$ cat config.mk
export PLATFORM = sky130hd
export DESIGN_NAME = maxpool_nxn_relu
export DESIGN_NICKNAME = d
export VERILOG_FILES = /design/src/rtl/maxpool_nxn_relu.sv
export SDC_FILE = /design/constraint.sdc
export NUM_CORES = 1
export LEC_CHECK = 0
export ABC_AREA = 1
export ABC_CLOCK_PERIOD_IN_PS = 5340
export CAP_MARGIN = 20
export CORE_MARGIN = 10
export CORE_UTILIZATION = 57
export DETAILED_ROUTE_END_ITERATION = 10
export PLACE_DENSITY = 0.78
export SLEW_MARGIN = 10
export SYNTH_ARGS = -nofsm -noshare
export SYNTH_HDL_FRONTEND = slang
export SYNTH_SLANG_ARGS = --single-unit
export TNS_END_PERCENT = 50
$ cat constraint.sdc
create_clock -name clk -period 5.34 [get_ports clk]
set_clock_uncertainty 0.1 [all_clocks]
set_input_delay 0.801 -clock clk [delete_from_list [all_inputs] [get_ports clk]]
set_output_delay 0.801 -clock clk [all_outputs]
set_load 0.03 [all_outputs]
$ cat src/rtl/maxpool_nxn_relu.sv
// Streaming NxN max/average pooling with optional ReLU over feature maps held in an external
// memory. Issues one read per cycle and writes one pooled result per completed window.
module maxpool_nxn_relu #(
  parameter int unsigned LAYER_WIDTH  = 10,
  parameter int unsigned LAYER_HEIGHT = 20,
  parameter int unsigned CHANNELS     = 1,
  parameter int unsigned DATA_WIDTH   = 27,
  parameter int unsigned ADDR_WIDTH   = 10,
  parameter int unsigned POOL_SIZE    = 2,
  parameter int unsigned STRIDE       = 2,
  parameter int unsigned READ_LATENCY = 2
) (
  input  logic                  clk,
  input  logic                  reset,
  input  logic                  run,
  input  logic                  relu_en,
  input  logic                  avg_mode,
  input  logic [DATA_WIDTH-1:0] data_0_in,
  output logic [ADDR_WIDTH-1:0] read_address_0_out,
  output logic [DATA_WIDTH-1:0] result_out,
  output logic [ADDR_WIDTH-1:0] write_address_out,
  output logic                  we_out,
  output logic                  busy,
  output logic                  maxrelu_done
);

  localparam int unsigned OW    = (LAYER_WIDTH - POOL_SIZE) / STRIDE + 1;
  localparam int unsigned OH    = (LAYER_HEIGHT - POOL_SIZE) / STRIDE + 1;
  localparam int unsigned FRAME = LAYER_WIDTH * LAYER_HEIGHT;
  localparam int unsigned SHIFT = 2 * $clog2(POOL_SIZE);
  localparam int unsigned ACC_W = DATA_WIDTH + SHIFT;
  localparam int unsigned RL    = READ_LATENCY;

  typedef enum logic [1:0] {StIdle, StIssue, StDrain, StDone} state_e;

  state_e state_q, state_d;
  logic [31:0] ch_q, ch_d, row_q, row_d, col_q, col_d, ky_q, ky_d, kx_q, kx_d;
  logic        accept, last_read, tag_v, tag_f, tag_l;
  // Stage 0 travels with the address; stage RL lines up with data_0_in.
  logic [RL:0] tv_q, tf_q, tl_q;
  logic        relu_q, avg_q;
  logic [ADDR_WIDTH-1:0] wcnt_q;

  logic signed [ACC_W-1:0]      acc_q, acc_nxt, data_ext;
  logic signed [DATA_WIDTH-1:0] pooled, result_nxt;
  logic                         consume, win_end;

  function automatic logic [ADDR_WIDTH-1:0] addr_of(input logic [31:0] c, input logic [31:0] r,
                                                    input logic [31:0] col, input logic [31:0] ky,
                                                    input logic [31:0] kx);
    return ADDR_WIDTH'(c * FRAME + (r * STRIDE + ky) * LAYER_WIDTH + col * STRIDE + kx);
  endfunction

  assign last_read = (ch_q == CHANNELS - 1) && (row_q == OH - 1) && (col_q == OW - 1) &&
                     (ky_q == POOL_SIZE - 1) && (kx_q == POOL_SIZE - 1);

  always_comb begin
    state_d = state_q;
    ch_d    = ch_q;
    row_d   = row_q;
    col_d   = col_q;
    ky_d    = ky_q;
    kx_d    = kx_q;
    accept  = 1'b0;
    tag_v   = 1'b0;
    unique case (state_q)
      StIdle: begin
        if (run) begin
          accept  = 1'b1;
          tag_v   = 1'b1;
          state_d = StIssue;
          ch_d    = '0;
          row_d   = '0;
          col_d   = '0;
          ky_d    = '0;
          kx_d    = '0;
        end
      end
      StIssue: begin
        if (last_read) begin
          state_d = StDrain;
        end else begin
          tag_v = 1'b1;
          if (kx_q != POOL_SIZE - 1) begin
            kx_d = kx_q + 32'd1;
          end else begin
            kx_d = '0;
            if (ky_q != POOL_SIZE - 1) begin
              ky_d = ky_q + 32'd1;
            end else begin
              ky_d = '0;
              if (col_q != OW - 1) begin
                col_d = col_q + 32'd1;
              end else begin
                col_d = '0;
                if (row_q != OH - 1) begin
                  row_d = row_q + 32'd1;
                end else begin
                  row_d = '0;
                  ch_d  = ch_q + 32'd1;
                end
              end
            end
          end
        end
      end
      // The final write is on the bus once nothing is left in flight.
      StDrain: if (we_out && (tv_q == '0)) state_d = StDone;
      StDone:  state_d = StIdle;
      default: state_d = StIdle;
    endcase
    tag_f = tag_v && (kx_d == '0) && (ky_d == '0);
    tag_l = tag_v && (kx_d == POOL_SIZE - 1) && (ky_d == POOL_SIZE - 1);
  end

  assign consume = tv_q[RL];
  assign win_end = tv_q[RL] && tl_q[RL];

  always_comb begin
    data_ext = {{SHIFT{data_0_in[DATA_WIDTH-1]}}, data_0_in};
    if (tf_q[RL]) begin
      acc_nxt = data_ext;
    end else if (avg_q) begin
      acc_nxt = acc_q + data_ext;
    end else begin
      acc_nxt = (data_ext > acc_q) ? data_ext : acc_q;
    end
    // Arithmetic shift floors toward minus infinity, as intended for the average.
    pooled     = avg_q ? DATA_WIDTH'(acc_nxt >>> SHIFT) : DATA_WIDTH'(acc_nxt);
    result_nxt = (relu_q && pooled[DATA_WIDTH-1]) ? '0 : pooled;
  end

  always_ff @(posedge clk or negedge reset) begin
    if (!reset) begin
      state_q            <= StIdle;
      ch_q               <= '0;
      row_q              <= '0;
      col_q              <= '0;
      ky_q               <= '0;
      kx_q               <= '0;
      tv_q               <= '0;
      tf_q               <= '0;
      tl_q               <= '0;
      relu_q             <= 1'b0;
      avg_q              <= 1'b0;
      wcnt_q             <= '0;
      acc_q              <= '0;
      read_address_0_out <= '0;
      result_out         <= '0;
      write_address_out  <= '0;
      we_out             <= 1'b0;
    end else begin
      state_q            <= state_d;
      ch_q               <= ch_d;
      row_q              <= row_d;
      col_q              <= col_d;
      ky_q               <= ky_d;
      kx_q               <= kx_d;
      read_address_0_out <= addr_of(ch_d, row_d, col_d, ky_d, kx_d);
      tv_q               <= {tv_q[RL-1:0], tag_v};
      tf_q               <= {tf_q[RL-1:0], tag_f};
      tl_q               <= {tl_q[RL-1:0], tag_l};
      we_out             <= win_end;
      if (accept) begin
        relu_q <= relu_en;
        avg_q  <= avg_mode;
        wcnt_q <= '0;
      end
      if (consume) acc_q <= acc_nxt;
      if (win_end) begin
        result_out        <= result_nxt;
        write_address_out <= wcnt_q;
        wcnt_q            <= wcnt_q + ADDR_WIDTH'(1);
      end
    end
  end

  assign busy         = (state_q == StIssue) || (state_q == StDrain);
  assign maxrelu_done = (state_q == StDone);

endmodule

==> impl_metrics.py, run 1 <==
metrics = {
    "status": {
        "status": "finished with violations",
        "violations": "setup timing",
    },
    "floorplanning": {
        "num_rows": 70,
        "coreArea_um2": 36300,
        "die_h_um": 211,
        "die_width_um": 211,
        "dieArea_um2": 44700,
        "start_util_pct": 57.5,
        "io_pins": 82,
    },
    "timing": {
        "tns_ps": -1730,
        "min_period_over_period_pct": 112,
        "final_max_slew_viol_count": 0,
        "fin_crit_ps": 5990,
        "setup_slack_ps": -647,
        "fmax_mhz": 167,
        "worstMarginPinSlew_ps": 1010,
        "setup_viol": 4,
        "rsz0062_at_grt": "yes",
        "relSlewSlack_pct": 32.3,
        "finalHoldViolCount": 0,
    },
    "setup_path": {
        "cp.depth": 37,
        "crit-reg2reg-capture": "read_address_0_out[9]",
        "path_max_fanout": 4,
        "max_stage_delay_ps": 590,
        "criticalPathCategory": "register to register",
        "r2r_start": "kx_q[10]",
        "endpoint_kind": "register",
        "cp-endpoint": "read_address_0_out[9]",
        "ff2ff_setup_slack_ps": -650,
        "crit_required_ps": 5750,
        "crit_path_start_kind": "register",
        "cp_num_buf_inv": 6,
        "reg2reg_depth": 37,
        "critPathTopFamily": "simple AND/OR/NAND/NOR gates",
        "slowest_stage": "fa_1",
        "critical_path_arrival_ps": 6400,
        "crit_start": "kx_q[10]",
    },
    "detailed_routing": {
        "vias": 24300,
        "drt_iter0_drc": 2756,
        "first_pass_iters": 8,
        "drc": 0,
        "ant_nets": 0,
        "detail_route.wl_per_cell_um": 19.6,
        "vias_per_cell": 5.94,
        "routed_wl_um": 80200,
    },
    "synthesis": {
        "yosys-top-cells-count": "800 x nand2_1, 413 x inv_1, 326 x nor2_1, 263 x nand3_1, 259 x dfrtp_1",
        "synth_seq_cells": 259,
        "synth_top_area_cell": "dfrtp_1",
        "async_reset_ff_share_pct": 100,
        "synth_xor_area_share_pct": 3.10,
        "synth_fa_ha_area_share_pct": 7.93,
        "synth_compound_gate_area_share_pct": 12.1,
        "syn_area_um2": 20900,
        "yosys.cell_types.count": 71,
        "synth_nets": 3251,
        "synth-edff-count": 0,
        "synth_cells": 3098,
        "synth_top_area_share_pct": 31.0,
        "yosys-mux-area-fraction_pct": 0.0539,
        "yosys_most_used_dff": "dfrtp_1",
        "synth.most_common_cell": "nand2_1",
        "syn_avg_cell_area_um2": 6.74,
        "synth_top_family_by_area": "simple AND/OR/NAND/NOR gates",
        "synthTopCellsByArea": "dfrtp_1 31%, nand2_1 14%, inv_1 7.4%",
        "ys.warnings.count": 0,
        "synth-simple-area-share_pct": 36.0,
        "yosysSeqAreaShare_pct": 31.0,
    },
    "cells_and_area": {
        "fin_nets": 3754,
        "drive_above_1_share_pct": 21.4,
        "syn_to_final_growth_pct": 31.9,
        "fin_area_um2": 27500,
        "final_util_pct": 75.8,
    },
    "grt": {
        "grt_max_degree": 98,
        "grt_usage_pct": 34.3,
        "antenna_found_initial": 1,
        "grt_pass1_vias": 23500,
        "grt_pass1_wl_um": 124000,
        "grt_remaining_overflow": 0,
    },
    "placed_design": {
        "port_buffers": 81,
        "dpl_cell_area_um2": 25200,
        "dp_hpwl_um": 59100,
        "gp_congestion": 1.02,
    },
    "power_and_ir_drop": {
        "pwr_density_cell_nw_per_um2": 581,
        "vdd_drop_max_mv": 0.540,
        "p_leak_nw": 13.3,
    },
    "clock_network": {
        "cts_tree": "done",
        "numCtsBuffers": 31,
        "cts_buffer_depth": 3,
        "clockRootBuffer": "clkbuf_16",
        "cts.clk_slew.worst_paths_ps": 70,
        "cts.sink_count": 259,
        "htreeDepth": 1,
        "worstSkewPairLatency_ps": 610,
    },
    "flow_run": {
        "maxCapViolations": 0,
    },
    "worst_hold_path": {
        "hold_path.class": "input port to async pin",
    },
}
timing repair:
item                                   in CTS  in global routing
setup endpoints to repair                   5                  5
endpoints found under the hold margin       0                  0
setup buffers                              37                 23
gates resized for setup                    64                126
hold buffers                                0                  0
pin swaps                                  52                 89
cells in the final DEF, fill, tap and decap left out, types with 20 or more instances in the layout:
cell type | synthesis | final
a31oi_1 | 20 | 20
nor2_2 | 9 | 24
inv_1 | 413 | 391
o21ai_1 | 22 | 25
clkbuf_16 | 0 | 31
ha_1 | 102 | 77
inv_2 | 8 | 29
nand3_1 | 263 | 257
nor3_1 | 80 | 74
o21ai_0 | 180 | 166
nor4_1 | 44 | 40
xor2_1 | 64 | 59
nand4_1 | 74 | 74
a21oi_1 | 122 | 112
nand2_2 | 20 | 38
ha_4 | 0 | 21
nand2_1 | 800 | 774
o22ai_1 | 26 | 25
clkdlybuf4s50_1 | 0 | 80
dfrtp_1 | 259 | 258
nor2_1 | 326 | 305
buf_4 | 8 | 460
cells by family (layout without fill, tap and decap cells):
logic type / after synthesis / after routing
xor gates and xnor gates: 74 / 74
and+or+nand+nor: 1679 / 1679
muxes: 1 / 1
adders and majority gates: 121 / 121
AOI/OAI and AO/OA: 448 / 448
DFF: 259 / 259
buffers and inverters: 516 / 1044
other: 0 / 1
metal layers:
layer / part of all wire (%) / vias to the layer above / GRT usage (%)
met2: 46 / 1430 / 55.9
met1: 39 / 11400 / 44.7
met5: 0 / - / 0
li1: - / 11200 / -
met3: 10 / 300 / 6.23
met4: 4.6 / 0 / 12.5
area by class of cell:
cell class	count	area, µm²
Multi-Input combinational cell	2323	13200
Tap cell	468	586
Clock inverter	19	268
Sequential cell	259	6480
Timing Repair Buffer	560	4520
Fill cell	2654	8800
Clock buffer	39	866
Inverter	426	1600
Antenna cell	1	2.50
per-stage QoR:
step | setup WS (ps) | hold slack [ps] | cells | power, mW
global placement | -650 | 233 | 3979 | 12.1
CTS | -452 | 69.5 | 4074 | 15.2
floorplan | -88.5 | 231 | 3098 | 8.48
finish | -647 | 67.2 | 4095 | 16.0
detailed placement | -786 | 235 | 3979 | 12.4
global route | -798 | 98.0 | 4094 | 17.0
worst min path at each step:
stage,from,to,slack [ps]
finish,reset,result_out[6],70
global route,reset,result_out[6],100
CTS,reset,result_out[6],70
detailed placement,tf_q[0],tf_q[1],230
global placement,tl_q[1],tl_q[2],230
floorplan,tf_q[0],tf_q[1],230
power by group:
group          total [mW]  leakage (nW)  switching (mW)  internal, mW
Clock                2.38         0.554           0.942          1.44
Combinational        10.8          9.39            6.72          4.08
Sequential           2.82          3.37           0.368          2.46
No activity file was read; power rests on OpenSTA's default activity.
==> run 2, diff against run 1 <==
CORE_UTILIZATION = 40   (was 57)
PLACE_DENSITY = default   (was 0.78)
==> impl_metrics.py, run 2 (synthesis gave the netlist of run 1 again) <==
metrics = {
    "cells_and_area": {
        "fin_nets": 3718,
        "num_antenna_cells": 0,
        "final_common_cell": "nand2_1",
        "final_util_pct": 52.7,
        "syn_to_final_growth_pct": 30.0,
        "drive_above_1_share_pct": 19.0,
        "final_cell_mix": "792 x nand2_1, 436 x buf_4, 403 x inv_1, 310 x nor2_1, 262 x nand3_1",
    },
    "floorplanning": {
        "num_rows": 83,
        "io_pins": 82,
        "start_util_pct": 40.5,
        "coreArea_um2": 51500,
        "die_width_um": 249,
        "die_h_um": 249,
        "dieArea_um2": 61800,
    },
    "setup_path": {
        "crit_required_ps": 5690,
        "critical_path_arrival_ps": 6140,
        "cp-endpoint": "read_address_0_out[9]",
        "crit_top_cell": "nand2_1",
        "max_stage_delay_ps": 590,
        "path_max_fanout": 5,
        "r2r_start": "kx_q[1]",
        "ff2ff_setup_slack_ps": -440,
        "reg2reg_depth": 34,
        "crit_path_start_kind": "register",
        "endpoint_kind": "register",
        "crit-reg2reg-capture": "read_address_0_out[9]",
        "slowest_stage": "fa_1",
        "crit_start": "kx_q[1]",
        "criticalPathCategory": "register to register",
    },
    "timing": {
        "fmax_mhz": 173,
        "setup_slack_ps": -444,
        "min_period_over_period_pct": 108,
        "setup_viol": 3,
        "rsz0062_at_grt": "yes",
        "finalHoldViolCount": 0,
        "relSlewSlack_pct": 44.6,
        "fin_crit_ps": 5780,
        "final_max_slew_viol_count": 0,
        "worstMarginPinSlew_ps": 823,
    },
    "flow_run": {
        "maxCapViolations": 0,
    },
    "grt": {
        "grt_pass1_wl_um": 120000,
        "grt_remaining_overflow": 0,
        "grt_pass1_vias": 22000,
        "antenna_found_initial": 1,
        "grt_max_degree": 105,
        "grt_usage_pct": 23.4,
    },
    "clock_network": {
        "cts_buffer_depth": 3,
        "htreeDepth": 2,
        "numCtsBuffers": 34,
        "cts_tree": "done",
        "worstSkewPairLatency_ps": 560,
        "cts.sink_count": 259,
        "hold_buffers": 0,
        "cts.clk_slew.worst_paths_ps": 60,
        "clockRootBuffer": "clkbuf_16",
    },
    "placed_design": {
        "gp_congestion": 1.01,
        "post-place-ws_ps": -730,
        "dp_hpwl_um": 58200,
        "port_buffers": 81,
    },
    "detailed_routing": {
        "drt_iter0_drc": 1925,
        "drc": 0,
        "vias": 22800,
        "vias_per_cell": 5.34,
        "routed_wl_um": 75000,
        "ant_nets": 0,
        "detail_route.wl_per_cell_um": 17.6,
        "first_pass_iters": 8,
    },
    "power_and_ir_drop": {
        "clockPowerShare_pct": 15.7,
        "p_leak_nw": 13.1,
        "p_seq_share_pct": 18.4,
        "intPower_mw": 7.74,
        "combPwrFrac_pct": 65.9,
        "pwr_density_cell_nw_per_um2": 566,
        "vdd_drop_max_mv": 0.273,
        "p_switching_mw": 7.61,
        "swShare_pct": 49.6,
    },
    "status": {
        "violations": "setup timing",
        "status": "finished with violations",
    },
    "worst_hold_path": {
        "hold_path.class": "input port to async pin",
    },
}
run 2: cell types whose count changed in the layout (fill, tap and decap cells not counted), moves of 5 or more:
cell,previous run,this run
ha_4,21,15
inv_2,29,19
ha_1,77,83
nand3_1,257,262
buf_4,460,436
nand2_4,10,5
a21oi_1,112,118
a21oi_4,5,0
buf_6,15,2
nor2_1,305,310
nand2_1,774,792
inv_1,391,403
nand2_2,38,25
run 2: layout make-up:
| type | count | area (µm²) |
|---|---|---|
| multi-input cells | 2323 | 12900 |
| flip-flops and latches | 259 | 6480 |
| well taps | 680 | 851 |
| clock buffers | 44 | 958 |
| clock inverters | 16 | 189 |
| repair buffers | 521 | 4150 |
| inverters | 426 | 1600 |
| fillers | 5118 | 24400 |
run 2: worst min path at each step:
stage / startpoint / endpoint / cells after the start
2_1_floorplan: tf_q[0] / tf_q[1] / 0
3_3_place_gp: tf_q[1] / tf_q[2] / 0
3_5_place_dp: tl_q[1] / tl_q[2] / 0
4_1_cts: reset / acc_q[17] / 1
5_1_grt: reset / acc_q[17] / 1
6_report: reset / acc_q[19] / 1
run 2: what timing repair did:
action                     4_1_cts  5_1_grt
setup endpoints to repair        5        5
gates cloned                     0        0
pin swaps                       18       63
gates resized for setup         35       59
buffers inserted                10       12
run 2: metrics by stage:
step | instance area [µm²] | setup TNS, ps | cells | total power [mW] | hold slack [ps]
3_5_place_dp | 25400 | -2160 | 4189 | 12.4 | 237
3_3_place_gp | 25400 | -1810 | 4189 | 12.2 | 233
4_1_cts | 26800 | -562 | 4258 | 15.0 | 223
2_1_floorplan | 21000 | -88.5 | 3098 | 8.48 | 231
6_report | 27100 | -774 | 4269 | 15.4 | 203
5_1_grt | 27100 | -1520 | 4269 | 16.5 | 250
run 2: power groups by stage:
stage               registers (mW)  logic (mW)  clock network (mW)
finish                        2.83        10.1                2.41
global route                  2.89        11.1                2.54
CTS                           2.80        9.75                2.46
detailed placement            2.82        9.56                   0
global placement              2.80        9.43                   0
floorplan                     2.95        5.53                   0
run 2: critical path, delay by kind of cell (launching register included):
kind / cells / cell delay [ps]
adder cells (fa/ha/maj): 8 / 2890
AND/OR/NAND/NOR: 18 / 1580
buffers and inverters: 7 / 590
flip-flops: 1 / 380
AO/OA/AOI/OAI: 1 / 140
run 2: metal layers:
metal / global-route usage [%] / vias to the layer above / wire length (µm)
met3: 2.97 / 85 / 4300
met4: 5.26 / 0 / 1420
met1: 33.7 / 10900 / 36100
met2: 36.6 / 700 / 33200
met5: 0 / - / 0
li1: - / 11100 / -
